[config.mk]
export PLATFORM = sky130hd
export DESIGN_NAME = serv_alu_ds
export DESIGN_NICKNAME = d
export VERILOG_FILES = /design/src/rtl/serv_alu_ds_pkg.sv /design/src/rtl/serv_alu_ds_ser_add_w.sv /design/src/rtl/serv_alu_ds.sv
export SDC_FILE = /design/constraint.sdc
export NUM_CORES = 1
export LEC_CHECK = 0
export ABC_AREA = 1
export CELL_PAD_IN_SITES_DETAIL_PLACEMENT = 0
export CELL_PAD_IN_SITES_GLOBAL_PLACEMENT = 1
export CORE_MARGIN = 2
export CORE_UTILIZATION = 43
export CTS_BUF_LIST = sky130_fd_sc_hd__clkbuf_8
export DETAILED_ROUTE_END_ITERATION = 12
export MAX_ROUTING_LAYER = met4
export PLACE_DENSITY = 0.87
export SETUP_SLACK_MARGIN = 0.3
export SYNTH_ARGS = -nofsm -noshare
export SYNTH_HDL_FRONTEND = slang
export SYNTH_SLANG_ARGS = --single-unit
[constraint.sdc]
create_clock -name clk -period 2.7 [get_ports clk]
set_input_delay 0.54 -clock clk [delete_from_list [all_inputs] [get_ports clk]]
set_output_delay 0.54 -clock clk [all_outputs]
set_load 0.02 [all_outputs]
[src/rtl/serv_alu_ds_pkg.sv]
// Shared constants and types for the digit-serial ALU.
// Result/compare selects, boolean LUT and shift FSM states.
package serv_alu_ds_pkg;

  localparam logic [1:0] ALU_RESULT_ADD  = 2'd0;
  localparam logic [1:0] ALU_RESULT_SR   = 2'd1;
  localparam logic [1:0] ALU_RESULT_LT   = 2'd2;
  localparam logic [1:0] ALU_RESULT_BOOL = 2'd3;

  localparam logic ALU_CMP_EQ = 1'b0;
  localparam logic ALU_CMP_LT = 1'b1;

  localparam logic [15:0] BOOL_LUT = 16'h8E96;
  localparam int          SHCNT_W  = 5;

  typedef enum logic [1:0] {
    SH_IDLE,
    SH_LOAD,
    SH_SHIFT,
    SH_DONE
  } sh_state_t;

  function automatic logic bool_bit(
    input logic [1:0] op,
    input logic       a,
    input logic       b
  );
    return BOOL_LUT[{op, a, b}];
  endfunction

endpackage

[src/rtl/serv_alu_ds_ser_add_w.sv]
// W-bit digit adder with registered carry.
// Subtraction folds the two's-complement +1 into the first-digit carry-in.
module ser_add_w #(
  parameter int W = 4
) (
  input  logic         clk,
  input  logic         i_rst_n,
  input  logic         i_clr,
  input  logic         i_en,
  input  logic         i_first,
  input  logic         i_sub,
  input  logic [W-1:0] i_a,
  input  logic [W-1:0] i_b,
  output logic [W-1:0] o_s
);

  logic         carry_r;
  logic         cin;
  logic [W:0]   sum;

  assign cin = i_first ? i_sub : carry_r;
  assign sum = {1'b0, i_a}
             + {1'b0, i_b ^ {W{i_sub}}}
             + {{W{1'b0}}, cin};
  assign o_s = sum[W-1:0];

  always_ff @(posedge clk) begin
    if (!i_rst_n || i_clr)
      carry_r <= 1'b0;
    else if (i_en)
      carry_r <= sum[W];
  end

endmodule

[src/rtl/serv_alu_ds.sv]
// Digit-serial ALU: add/sub, compare, bool and a multi-cycle
// shift engine, W bits per cycle, LSB digit first.
module serv_alu_ds
  import serv_alu_ds_pkg::*;
#(
  parameter int W    = 4,
  parameter int XLEN = 32
) (
  input  logic         clk,
  input  logic         i_rst_n,
  input  logic         i_init,
  input  logic         i_en,
  input  logic         i_cnt_done,
  input  logic [W-1:0] i_rs1,
  input  logic [W-1:0] i_op_b,
  input  logic         i_sub,
  input  logic [1:0]   i_bool_op,
  input  logic         i_cmp_sel,
  input  logic         i_cmp_neg,
  input  logic         i_cmp_uns,
  input  logic         i_sh_right,
  input  logic         i_sh_signed,
  input  logic [1:0]   i_rd_sel,
  output logic         o_cmp,
  output logic         o_sh_done,
  output logic [W-1:0] o_rd
);

  localparam int NDIG  = XLEN / W;
  localparam int IDX_W = $clog2(NDIG) + 1;

  logic               init_r;
  logic               en_r;
  logic               first_init;
  logic               first_en;
  logic               eq_r;
  logic               lt_r;
  logic               dig_eq;
  logic               dig_lt;
  logic [IDX_W-1:0]   idx_r;
  logic [IDX_W-1:0]   idx;
  logic [SHCNT_W-1:0] shamt_r;
  logic [SHCNT_W-1:0] shamt_nxt;
  logic [XLEN-1:0]    sh_buf;
  logic [W-1:0]       add_s;
  logic [W-1:0]       bool_s;
  sh_state_t          state;
  sh_state_t          state_nxt;

  assign first_init = i_init & ~init_r;
  assign first_en   = i_en & ~en_r;

  ser_add_w #(.W(W)) u_add (
    .clk     (clk),
    .i_rst_n (i_rst_n),
    .i_clr   (i_init & ~i_en),
    .i_en    (i_en),
    .i_first (first_en),
    .i_sub   (i_sub),
    .i_a     (i_rs1),
    .i_b     (i_op_b),
    .o_s     (add_s)
  );

  // Only the top digit carries the sign for signed compares.
  assign dig_eq = (i_rs1 == i_op_b);
  assign dig_lt = (i_cnt_done && !i_cmp_uns)
                ? ($signed(i_rs1) < $signed(i_op_b))
                : (i_rs1 < i_op_b);

  assign idx = first_init ? '0 : idx_r;

  always_comb begin
    shamt_nxt = shamt_r;
    if (i_init) begin
      for (int k = 0; k < SHCNT_W; k++)
        if (idx == IDX_W'(k / W))
          shamt_nxt[k] = i_op_b[k % W];
    end else if (state == SH_SHIFT) begin
      shamt_nxt = shamt_r - SHCNT_W'(1);
    end
  end

  always_comb begin
    state_nxt = state;
    if (i_init) begin
      if (!i_cnt_done)
        state_nxt = SH_LOAD;
      else if (shamt_nxt != '0)
        state_nxt = SH_SHIFT;
      else
        state_nxt = SH_DONE;
    end else begin
      unique case (state)
        SH_SHIFT:
          if (shamt_r == SHCNT_W'(1))
            state_nxt = SH_DONE;
        SH_DONE:
          if (i_en && i_cnt_done)
            state_nxt = SH_IDLE;
        default: ;
      endcase
    end
  end

  always_ff @(posedge clk) begin
    if (!i_rst_n)
      state <= SH_IDLE;
    else
      state <= state_nxt;
  end

  always_ff @(posedge clk) begin
    if (!i_rst_n) begin
      init_r  <= 1'b0;
      en_r    <= 1'b0;
      eq_r    <= 1'b0;
      lt_r    <= 1'b0;
      idx_r   <= '0;
      shamt_r <= '0;
      sh_buf  <= '0;
    end else begin
      init_r  <= i_init;
      en_r    <= i_en;
      shamt_r <= shamt_nxt;
      if (i_init) begin
        idx_r  <= idx + IDX_W'(1);
        eq_r   <= (first_init | eq_r) & dig_eq;
        lt_r   <= dig_lt | (dig_eq & ~first_init & lt_r);
        sh_buf <= {i_rs1, sh_buf[XLEN-1:W]};
      end else if (state == SH_SHIFT) begin
        sh_buf <= i_sh_right
                ? {i_sh_signed & sh_buf[XLEN-1], sh_buf[XLEN-1:1]}
                : {sh_buf[XLEN-2:0], 1'b0};
      end else if (state == SH_DONE && i_en &&
                   i_rd_sel == ALU_RESULT_SR) begin
        sh_buf <= sh_buf >> W;
      end
    end
  end

  always_comb begin
    bool_s = '0;
    for (int i = 0; i < W; i++)
      bool_s[i] = bool_bit(i_bool_op, i_rs1[i], i_op_b[i]);
  end

  always_comb begin
    o_rd = '0;
    unique case (i_rd_sel)
      ALU_RESULT_ADD:  o_rd = add_s;
      ALU_RESULT_SR:   o_rd = sh_buf[W-1:0];
      ALU_RESULT_LT:   o_rd[0] = first_en & lt_r;
      ALU_RESULT_BOOL: o_rd = bool_s;
      default:         o_rd = '0;
    endcase
  end

  assign o_cmp     = i_cmp_neg ^ ((i_cmp_sel == ALU_CMP_EQ) ? eq_r : lt_r);
  assign o_sh_done = (state == SH_DONE);

endmodule

## After elaboration in Yosys (flattened, before gate mapping)

Memory sizes are Yosys's and may differ from the RTL's.
Cells that the tools add are included.

| storage, ports and cells | value |
|---|---|
| input bits | 23 |
| word-level logic and storage cells | 89 |
| ROM bits | 64 |
| register bits | 48 |
| memories | 4 |
| output and inout port bits | 6 |

Memories:

| memory | words | width | read ports | clocked after memory_dff | wr ports | line | source |
|---|---|---|---|---|---|---|---|
| (no name shown) | 16 | 1 | 1 | 0 | 0 | serv_alu_ds_pkg.sv:28 | `return BOOL_LUT[{op, a, b}];` |
| (no name shown) | 16 | 1 | 1 | 0 | 0 | serv_alu_ds_pkg.sv:28 |  |
| (no name shown) | 16 | 1 | 1 | 0 | 0 | serv_alu_ds_pkg.sv:28 |  |
| (no name shown) | 16 | 1 | 1 | 0 | 0 | serv_alu_ds_pkg.sv:28 |  |

| operators by class | value |
|---|---|
| multiplexer cells | 27 |
| bitwise gates (word level) | 16 |
| $lt $le $gt $ge | 6 |
| add/subtract/negate cells | 4 |
| reduce and logical (&&, ||, !) cells | 13 |
| equality and inequality tests | 10 |

Operators by type and width:

| kind | number |
|---|---|
| $mux W32 | 4 |
| $lt A4 B5 Y1 const B | 4 |
| $mux W1 | 13 |
| $mux W5 | 2 |
| $pmux W3 S3 | 1 |
| $and A1 B1 Y1 | 8 |
| $eq A2 B2 Y1 const B | 4 |
| $lt A4 B4 Y1 | 2 |
| $mux W2 | 4 |
| $ne A3 B2 Y1 const B | 2 |
| $reduce_bool A3 Y1 | 2 |
| $add A4 B4 Y5 | 1 |
| $add A5 B1 Y5 | 1 |
| $eq A5 B1 Y1 const B | 1 |
| $reduce_bool A5 Y1 | 1 |
| $sub A5 B1 Y5 const B | 1 |
| $add A4 B1 Y4 const B | 1 |
| $eq A4 B1 Y1 const B | 1 |
| $eq A4 B4 Y1 | 1 |
| $logic_and A1 B1 Y1 | 4 |
| $logic_not A4 Y1 | 1 |
| $mux W4 | 1 |
| $not A1 Y1 | 4 |
| $pmux W1 S4 | 1 |
| 9 further kinds | 11 |

## Depth between registers and ports, before layout

Gate-level depths: netlist (run 1).

| depth | value |
|---|---|
| depth after elaboration | 10 |
| gate-level depth with buffers | 15 |
| gate-level depth less buffers | 15 |

## Cells and area by module

A second synthesis (run 1) with hierarchy kept.

| second synthesis, totals | value |
|---|---|
| cells, all modules | 514 |
| area, all modules | 3395.8 sq um |

By module, submodules not included:

| module | instances | cells an instance | area an instance (sq um) | sequential area each (sq um) |
|---|---|---|---|---|
| serv_alu_ds | 1 | 478 | 3129.3 | 940.9 |
| ser_add_w | 1 | 36 | 266.5 | 20.0 |

## Worst setup path after synthesis (run 1)

Ideal clock, no wire load.

| timing path | value |
|---|---|
| path type | in2out |
| start point | input i_sub |
| end point | output o_rd[2] |
| stages | 8 |
| setup slack | 0.118 ns |
| required time | 2.160 ns |
| path buffers | 1 |
| arrival time | 2.042 ns |
| cell sequence | clkbuf_1 > xnor2_1 > fa_1 > inv_1 > fa_1 > nand2_1 > inv_1 > o221ai_1 |

| on the way | value |
|---|---|
| word-level cells in the longest chain between the ends | 4 |
| elaborated cells between the ends (all ways) | 5 |
| classes of those cells | 2 x add/sub; 2 x mux; 1 x bitwise |

RTL lines:

| element | line | source |
|---|---|---|
| start: declaration | serv_alu_ds.sv:16 | `input logic i_sub,` |
| $xor A4 B4 Y4 | serv_alu_ds_ser_add_w.sv:23 | `+ {1'b0, i_b ^ {W{i_sub}}}` |
| $add A4 B4 Y5 | serv_alu_ds_ser_add_w.sv:23 |  |
| $add A5 B1 Y5 (*) | serv_alu_ds_ser_add_w.sv:24 | `+ {{W{1'b0}}, cin};` |
| $pmux W3 S3 (*) | serv_alu_ds.sv:150 | `unique case (i_rd_sel)` |
| end: declaration | serv_alu_ds.sv:26 | `output logic [W-1:0] o_rd` |

Every way passes the cells marked *; elsewhere a longest branch is shown, timed or not.

## Worst setup path in the final report (run 1)

| timing path | value |
|---|---|
| start point | register en_r |
| end point | output o_rd[1] |

| on the way | value |
|---|---|
| word-level cells in the longest chain between the ends | 5 |

RTL lines:

| element | line | source |
|---|---|---|
| start: declaration | serv_alu_ds.sv:33 | `logic en_r;` |
| start signal: assignment | serv_alu_ds.sv:124 | `en_r <= i_en;` |
| $not A1 Y1 | serv_alu_ds.sv:51 | `assign first_en = i_en & ~en_r;` |
| $and A1 B1 Y1 | serv_alu_ds.sv:51 |  |
| $mux W1 | serv_alu_ds_ser_add_w.sv:21 | `assign cin = i_first ? i_sub : carry_r;` |
| $add A5 B1 Y5 | serv_alu_ds_ser_add_w.sv:24 |  |
| $pmux W3 S3 | serv_alu_ds.sv:150 |  |

No other way between the ends.

==> results by stage, run 1 <==
Placement:
- The count of input and output buffers is 28.
- After legalization and detailed placement, the total HPWL measured 6050 um.
- The placer's final routability congestion estimate is 0.874.
- Before CTS, the worst setup slack after placement is -0.907 ns.
- The placed instances occupy a cell area of 3920 um^2.

STA:
- The final max-slew violation count is 0.
- Timing would allow up to 393 MHz.
- Clock skew on the completed layout was measured at 0.0113 ns.
- The post-layout minimum cycle time is 2.55 ns.
- The tightest hold margin is 0.497 ns.
- Setup violations remaining at the end of the flow were counted as 0.
- The slew at the pin with the worst max-slew slack is 0.521 ns.
- Setup repair after global routing could not meet its margin everywhere.
- The worst slew slack as a fraction of its limit is 65.2%.
- The number of endpoints with negative hold slack in the final report is 0.
- The final critical-path share of the clock period is 94.4%.
- The post-route worst setup slack is 0.152 ns.

Synthesis:
- The count of yosys warnings during synthesis is 0.
- Counting flops with an async set or reset pin after synthesis yields a share of 0%.
- After synthesis, the largest family of logic cells by area is compound AO/OA/AOI/OAI gates.
- The number of nets in the synthesized netlist is 552.
- After synthesis, the share of cell area in mux cells is 0.302%.
- Counting flops and latches in the post-synthesis netlist gives 48.
- The fraction of synthesized cell area in xor and xnor cells is 1.59%.
- The synthesized netlist devotes 27.9% of its cell area to compound gates.
- Of the total synthesized cell area, the portion taken by AND, OR, NAND and NOR gates is 19.8%.
- The post-synthesis sequential area ratio is 29.0%.
- The cell type with the largest total area after synthesis is sky130_fd_sc_hd__dfxtp_1.
- In this run, distinct cell masters in the synthesized netlist total 36.
- In this run the cell area of the synthesized design comes to 3310 um^2.
- The share of Yosys cell area claimed by the top area cell type is 29.0%.
- The most repeated cell in the gate-level netlist after synthesis is sky130_fd_sc_hd__nand2_1.
- The adder-cell area share of the yosys netlist is 8.77%.
- Yosys mapped a number of flops with a built-in enable equal to 0.
- The post-synthesis average cell area is 6.53 um^2.
- Ranked by total cell area, the synthesized netlist is headed by sky130_fd_sc_hd__dfxtp_1 29%, sky130_fd_sc_hd__o21ai_0 14%, sky130_fd_sc_hd__nand2_1 12%, sky130_fd_sc_hd__inv_1 8.1%, sky130_fd_sc_hd__a21oi_1 7.7%.
- The commonest cells after synthesis are 106 x sky130_fd_sc_hd__nand2_1, 92 x sky130_fd_sc_hd__o21ai_0, 71 x sky130_fd_sc_hd__inv_1.
- The count of mapped cells out of synthesis is 507.
- For this run, the leading register cell type out of synthesis is sky130_fd_sc_hd__dfxtp_1.

Pwr:
- IR analysis of the VDD net gives a maximum drop of 271 uV.
- The power per standard cell area is 500 nW/um^2.
- The leakage power summed over all cells is 0.00176 uW.

Min path:
- The worst hold path belongs to the class flop to flop.
- The startpoint identified for the worst hold timing path is sh_buf[8].

Critical path:
- For the worst setup path, the data required time is 2.16 ns.
- The largest driver fanout on the critical path is 3.
- The element type at the critical path end is an output pin.
- In this run the register-to-register setup slack is 0.69 ns.
- The number of cells on the worst reg-to-reg path is 12.
- The element type at the critical path start is a flop.
- The critical path endpoint is o_rd[1].
- The worst setup path category is flop to output pin.
- The endpoint of the worst-slack reg-to-reg timing path is u_add.carry_r.
- The arrival time at the worst endpoint is 2.01 ns.
- The startpoint of the worst register-to-register path is en_r.
- The critical path launch point is en_r.

Status:
- The run finished with clean final reports.

Clock network:
- The library cell used as clock root buffer is sky130_fd_sc_hd__clkbuf_8.
- The H-tree was split into 2 levels.
- The clock sink count is 48.
- The clock latency on the worst-skew pair is 0.32 ns.
- The number of CTS-inserted buffers is 5.
- The clock transition at the register clock pins on the worst setup and hold paths after CTS is 0.10 ns.
- The quantity of hold-fixing buffers added after cts is 0.
- The CTS tree is done.
- The maximum count of clock buffers along a single path is 2.

Cells and area:
- The fraction of final layout cells with drive strength greater than 1 is 16.8%.
- Summing all non-filler instances in the final layout gives an area of 4150 um^2.
- The share of the core filled with cells in the final layout is 56.2%.
- The number of antenna diodes in the final layout is 0.
- From synthesis to final layout, the design area changed by 25.3%.
- In the final design database the tool counted 596 nets.

Floorplan:
- The floorplan step defined a die boundary enclosing 8410 um^2.
- In this run the standard cell core region covers 7370 um^2.
- The height of the die is 91.7 um.
- The x dimension of the die is 91.7 um.
- The initial core utilization is 44.9%.
- The number of core rows is 31.
- The count of pins on the block boundary is 29.

Detailed routing:
- Summed over all layers, the routed wires come to 8340 um.
- The count of nets left with antenna violations once routing finished came out at 0.
- The average vias per placed instance is 5.10.
- The wire length per cell is 12.8 um.
- Across all layers, the routed design uses 3319 vias.
- The number of search-and-repair iterations in the first detailed-routing pass is 4.
- After detailed routing, the number of remaining DRC violations is 0.
- After the first detailed-routing iteration, the DRC count stood at 131.

GRT:
- The initial antenna violation count was 0.
- The via count of the first global-routing pass came to 3176.
- Summed over all layers, the global routing overflow is 0.
- The first global-routing pass estimated 14300 um of wire.
- Entering global routing, the biggest net connects 54 pins.
- In the global route stage, overall resource usage came out at 21.2%.

Run:
- The number of maximum-capacitance constraint violations is 0.
## where the power goes
part,internal (uW),switching [uW],total (uW)
registers,777,40.8,817
logic,252,356,608
clock network,373,273,646
## cell families (layout without fill, tap and decap cells)
kind of cell | after synthesis | count (layout)
AND/OR/NAND/NOR | 157 | 157
multiplexers | 1 | 1
flip-flops | 48 | 48
XOR/XNOR | 6 | 6
adder cells (fa/ha/maj) | 22 | 22
AO/OA/AOI/OAI | 172 | 172
buffers and inverters | 101 | 146
## flip-flops by register name, indices dropped and copies added, names as in the netlist
register	cells
en_r	1
eq_r	1
idx_r	4
init_r	1
lt_r	1
sh_buf	32
shamt_r	5
state	2
u_add.carry_r	1
## layout make-up
cell class                      instances  area, um^2
Sequential cell                        48         962
Timing Repair Buffer                   63         568
Inverter                               75         289
Fill cell                             746        3220
Clock buffer                            5        68.8
Clock inverter                          3        68.8
Tap cell                               99         124
Multi-Input combinational cell        358        2060
## metal layers
| layer | routed length [um] | vias up | part of all wire (%) | global-route usage (%) |
|---|---|---|---|---|
| met1 | 3860 | 1515 | 46 | 25.6 |
| met5 | 0 | - | 0 | - |
| met2 | 4200 | 43 | 50 | 36.1 |
| met3 | 196 | 7 | 2.4 | 3.62 |
| met4 | 85 | 0 | 1.0 | 6.97 |
| li1 | - | 1754 | - | - |
## metrics by stage
step / setup TNS, ns / cells / total power (uW)
floorplan: 0 / 507 / 1220
global placement: -3.25 / 641 / 1410
detailed placement: -3.40 / 641 / 1420
CTS: 0 / 650 / 2080
global route: 0 / 651 / 2200
finish: 0 / 651 / 2070
## worst min path at each step
stage                endpoint  slack (ns)  cells after the start
detailed placement  sh_buf[8]        0.48                      2
floorplan                eq_r        0.44                      1
global route             eq_r        0.52                      1
finish              sh_buf[8]        0.50                      2
CTS                 sh_buf[8]        0.50                      2
global placement         eq_r        0.46                      1
## what timing repair did
item | in CTS | in global routing
buffers inserted | 1 | 1
endpoints found under the hold margin | 0 | 0
gates resized for setup | 76 | 12
pin swaps | 14 | 9
setup endpoints to repair | 6 | 7
## cells in the final DEF (no fill, tap or decap), drive strengths merged, types with 5 or more instances in the layout
cell type / instances
nand2: 107
o21ai: 101
inv: 76
a21oi: 53
dfxtp: 48
buf: 44
nand3: 24
nor2: 22
ha: 20
clkdlybuf4s50: 11
dlygate4sd2: 6
a31oi: 5
clkbuf: 5
## worst max-delay path: stages (launching register included)
cell and delay, ns:
sky130_fd_sc_hd__dfxtp_2 0.34, sky130_fd_sc_hd__nor2_4 0.13, sky130_fd_sc_hd__nor2_2 0.05, sky130_fd_sc_hd__a21oi_2 0.11
sky130_fd_sc_hd__fa_2 0.20, sky130_fd_sc_hd__inv_2 0.04, sky130_fd_sc_hd__fa_2 0.51, sky130_fd_sc_hd__nand2_1 0.05
sky130_fd_sc_hd__o211ai_1 0.09, sky130_fd_sc_hd__buf_4 0.17
No activity file was read; power rests on OpenSTA's default activity.
==> inputs of run 2 (changes only) <==
--- a/config.mk
+++ b/config.mk
@@ -11,6 +11,7 @@
 export CORE_MARGIN = 2
 export CORE_UTILIZATION = 43
 export CTS_BUF_LIST = sky130_fd_sc_hd__clkbuf_8
+export CTS_CLUSTER_DIAMETER = 50
 export DETAILED_ROUTE_END_ITERATION = 12
 export MAX_ROUTING_LAYER = met4
 export PLACE_DENSITY = 0.87
==> constraint.sdc (replaced) <==
create_clock -name clk -period 2.7 [get_ports clk]
set_input_delay 0.54 -clock clk [delete_from_list [all_inputs] [get_ports clk]]
set_output_delay 0.54 -clock clk [all_outputs]
set_load 0.1 [all_outputs]
==> results by stage, run 2 (synthesis results as in run 1) <==
Status:
- The flow ran to the end, but the final reports show violations.
- The final reports fail on negative setup slack.

STA:
- The total setup violations reported at the end of the flow came to 1 (+1).
- The post-route worst setup slack is -0.0294 ns (-0.182 ns).
- The slew at the pin with the worst max-slew slack is 0.430 ns (-0.0910 ns).
- The final max-slew violation count came to 0 (unchanged).
- The final critical-path share of the clock period is 101% (+6.7 points).
- The highest attainable clock frequency is 366 MHz (-6.7%).
- The post-layout minimum cycle time is 2.73 ns (+0.182 ns).
- Setup repair after global routing could not meet its margin everywhere.
- The number of endpoints with negative hold slack in the final report is 0 (unchanged).
- The worst slew slack as a fraction of its limit is 71.3% (+6.2 points).
- The final clock skew came to 0.00682 ns (-0.00450 ns).

Critical path:
- The number of cells traversed by the worst register-to-register path is 13 (+1).
- The largest driver fanout on the critical path is 3 (unchanged).
- The element type at the critical path start is a primary input.
- The worst setup path is of the primary input to output pin kind.
- The worst setup path is captured at an output pin.
- In this design, the largest share of critical-path delay is due to adder cells.
- The critical path required time is 2.16 ns (about the same).
- The arrival time at the worst endpoint is 2.19 ns (+0.18 ns).
- The number of gates on the worst path with buffers counted is 11 (+2).
- The critical path goes through buf_8 -> inv_4 -> nor2_4 -> nor2_4 -> a21oi_4 -> fa_2 -> inv_2 -> fa_2 -> nand2_1 -> o211ai_1 -> buf_12.
- The critical path endpoint is o_rd[1].
- The delay of the slowest cell on the worst path is 0.52 ns (about the same).
- In this run the critical register-to-register path is launched from en_r.
- The buffer and inverter count on the worst path is 4 (+2).
- The critical path starts at i_en.
- The largest individual stage delay along the critical path comes from the cell sky130_fd_sc_hd__fa_2.
- The endpoint of the worst-slack reg-to-reg timing path is u_add.carry_r.
- The worst-case register-to-register setup slack is 0.49 ns (-0.20 ns).

Cells and area:
- The final antenna diode count is 0 (unchanged).
- The number of filler cells placed in the layout is 730 (-2.1%).
- The area growth from synthesis to layout is 27.8%.
- The largest registers in the layout are sh_buf x32, shamt_r x5, idx_r x4.
- The final-stage net count is 599 (+0.50%).
- In the layout the commonest cells are 104 x sky130_fd_sc_hd__nand2_1, 88 x sky130_fd_sc_hd__o21ai_0, 65 x sky130_fd_sc_hd__inv_1.
- The filler-free cell count of the finished design came to 654 (+0.46%).
- sh_buf holds more flip-flops than any other register.
- The final instance area is 4230 um^2 (+2.0%).
- The library cell used most frequently in the layout, excluding fill and tap cells, is sky130_fd_sc_hd__nand2_1.
- The flip-flop count of the largest register, all copies and words added is 32 (unchanged).
- The fraction of final layout cells with drive strength greater than 1 is 18.2% (+1.4 points).

GRT:
- The via count of the first global-routing pass came to 3151 (-0.79%).
- The first-pass GRT wire length came to 14400 um (+0.62%).
- The global router's overall resource usage was 21.0% (-0.22 points).
- The largest net degree at the start of global routing is 57 (+5.6%).
- The remaining global-route overflow is 0 (unchanged).
- The initial antenna violation count was 0 (unchanged).

Floorplan:
- The x dimension of the die came to 91.7 um (unchanged).
- The floorplan die area is 8410 um^2 (unchanged).
- The height of the die was 91.7 um (unchanged).
- The core region area is 7370 um^2 (unchanged).
- The number of core rows was 31 (unchanged).
- The initial core utilization is 44.9% (unchanged).
- The count of pins on the block boundary is 29 (unchanged).

Detailed routing:
- The average vias per placed instance is 5.01 (-1.7%).
- The initial DRC count was 138 (+5.3%).
- The DRC violations left came to 0 (unchanged).
- The via count of the routed design came to 3277 (-1.3%).
- The remaining antenna violation count after routing came to 0 (unchanged).
- The wire length per cell is 12.5 um (-2.6%).
- The total wire length after detailed routing was 8160 um (-2.2%).
- The number of search-and-repair iterations in the first detailed-routing pass came to 4 (unchanged).

Clock network:
- The clock latency on the worst-skew pair is 0.30 ns (-0.02 ns).
- The clock transition at the register clock pins on the worst setup and hold paths after CTS is 0.08 ns (-0.02 ns).
- The number of CTS-inserted buffers is 5 (unchanged).
- The quantity of hold-fixing buffers added after cts is 0 (unchanged).
- The H-tree depth is 2 (unchanged).
- The library cell used as clock root buffer is sky130_fd_sc_hd__clkbuf_8.
- The maximum count of clock buffers along a single path is 2 (unchanged).
- The CTS tree is done.
- The clock sink count came to 48 (unchanged).

Pwr:
- The sum of internal, switching and leakage power was 2010 uW (-3.0%).
- The share of power burned in combinational logic is 36.9% (+7.6 points).
- The worst supply voltage drop on vdd was 219 uV (-19%).
- The sequential share of power is 40.7% (+1.2 points).
- The internal portion of total power is 1280 uW (-8.9%).
- The part of the total power dissipated in the clock network is 22.4% (-8.8 points).
- The power per standard cell area came to 475 nW/um^2 (-4.9%).
- The leakage power summed over all cells is 0.00179 uW (+1.9%).
- The switching power summed over all nets came to 733 uW (+9.4%).
- The switching portion of total power came to 36.5% (+4.1 points).

Placement:
- The number of placed instances with taps included was 639 (-0.31%).
- The post-place instance area is 3980 um^2 (+1.5%).
- The detailed placement HPWL is 5950 um (-1.7%).
- The count of input and output buffers is 28 (unchanged).
- The placer's final routability congestion estimate is 0.837 (-4.3%).

Run:
- The number of maximum-capacitance constraint violations is 0 (unchanged).

Min path:
- The path category of the worst min-delay check is flop to flop.
run 2: stage by stage:
stage                     hold slack [ns]  util, %  setup WS [ns]  setup TNS, ns
after floorplan                     0.440        -         -0.319         -0.319
after global placement              0.462     53.9         -0.474          -1.50
after detailed placement            0.471     53.9         -0.489          -1.66
after CTS                           0.494     56.6        -0.0215        -0.0215
after global routing                0.510     57.4        -0.0985         -0.135
final                               0.485     57.4        -0.0294        -0.0294
run 2: layer usage:
metal	vias up	global-route usage [%]	wire, um
met4	0	4.48	44
met2	32	36.9	4140
met3	6	3.04	157
met1	1480	25.7	3820
li1	1759	-	-
met5	-	-	0
run 2: worst min-delay path by stage:
stage	startpoint	endpoint	slack [ns]	cells past startpoint
after detailed placement	eq_r	eq_r	0.47	1
after floorplan	eq_r	eq_r	0.44	1
after global placement	eq_r	eq_r	0.46	1
after global routing	eq_r	eq_r	0.51	1
after CTS	eq_r	eq_r	0.49	1
final	eq_r	eq_r	0.49	1
run 2: worst register-to-register path, stage by stage (launching register included):
cell,delay (ns)
sky130_fd_sc_hd__dfxtp_1,0.34
sky130_fd_sc_hd__nor2_4,0.17
sky130_fd_sc_hd__nor2_4,0.06
sky130_fd_sc_hd__a21oi_4,0.12
sky130_fd_sc_hd__fa_2,0.21
sky130_fd_sc_hd__inv_2,0.05
sky130_fd_sc_hd__fa_2,0.38
sky130_fd_sc_hd__nand2_2,0.08
sky130_fd_sc_hd__inv_2,0.05
sky130_fd_sc_hd__buf_4,0.12
sky130_fd_sc_hd__buf_4,0.12
sky130_fd_sc_hd__o21a_1,0.15
sky130_fd_sc_hd__o31ai_1,0.21
sky130_fd_sc_hd__inv_1,0.06
run 2: layout make-up:
type	instances	area (um^2)	share of cell area (%)
sequential	48	961	22.7
tap	99	124	2.93
timing repair buffer	66	643	15.2
inverter	75	289	6.83
clock buffer	6	82.6	1.95
multi-input combinational	358	2120	50.1
clock inverter	2	11.3	0.266
run 2: timing repair:
item / CTS / global route
hold endpoints to repair: 0 / 0
buffers inserted: 4 / 3
pin swaps: 13 / 7
endpoints found under the setup margin: 5 / 32
cloned: 0 / 0
resized for setup: 46 / 16
run 2: power by group through the flow:
stage / clock [uW] / combinational [uW] / sequential [uW]
floorplan: 0 / 487 / 823
global placement: 0 / 696 / 831
detailed placement: 0 / 703 / 834
CTS: 473 / 729 / 818
global route: 501 / 827 / 827
finish: 450 / 742 / 817
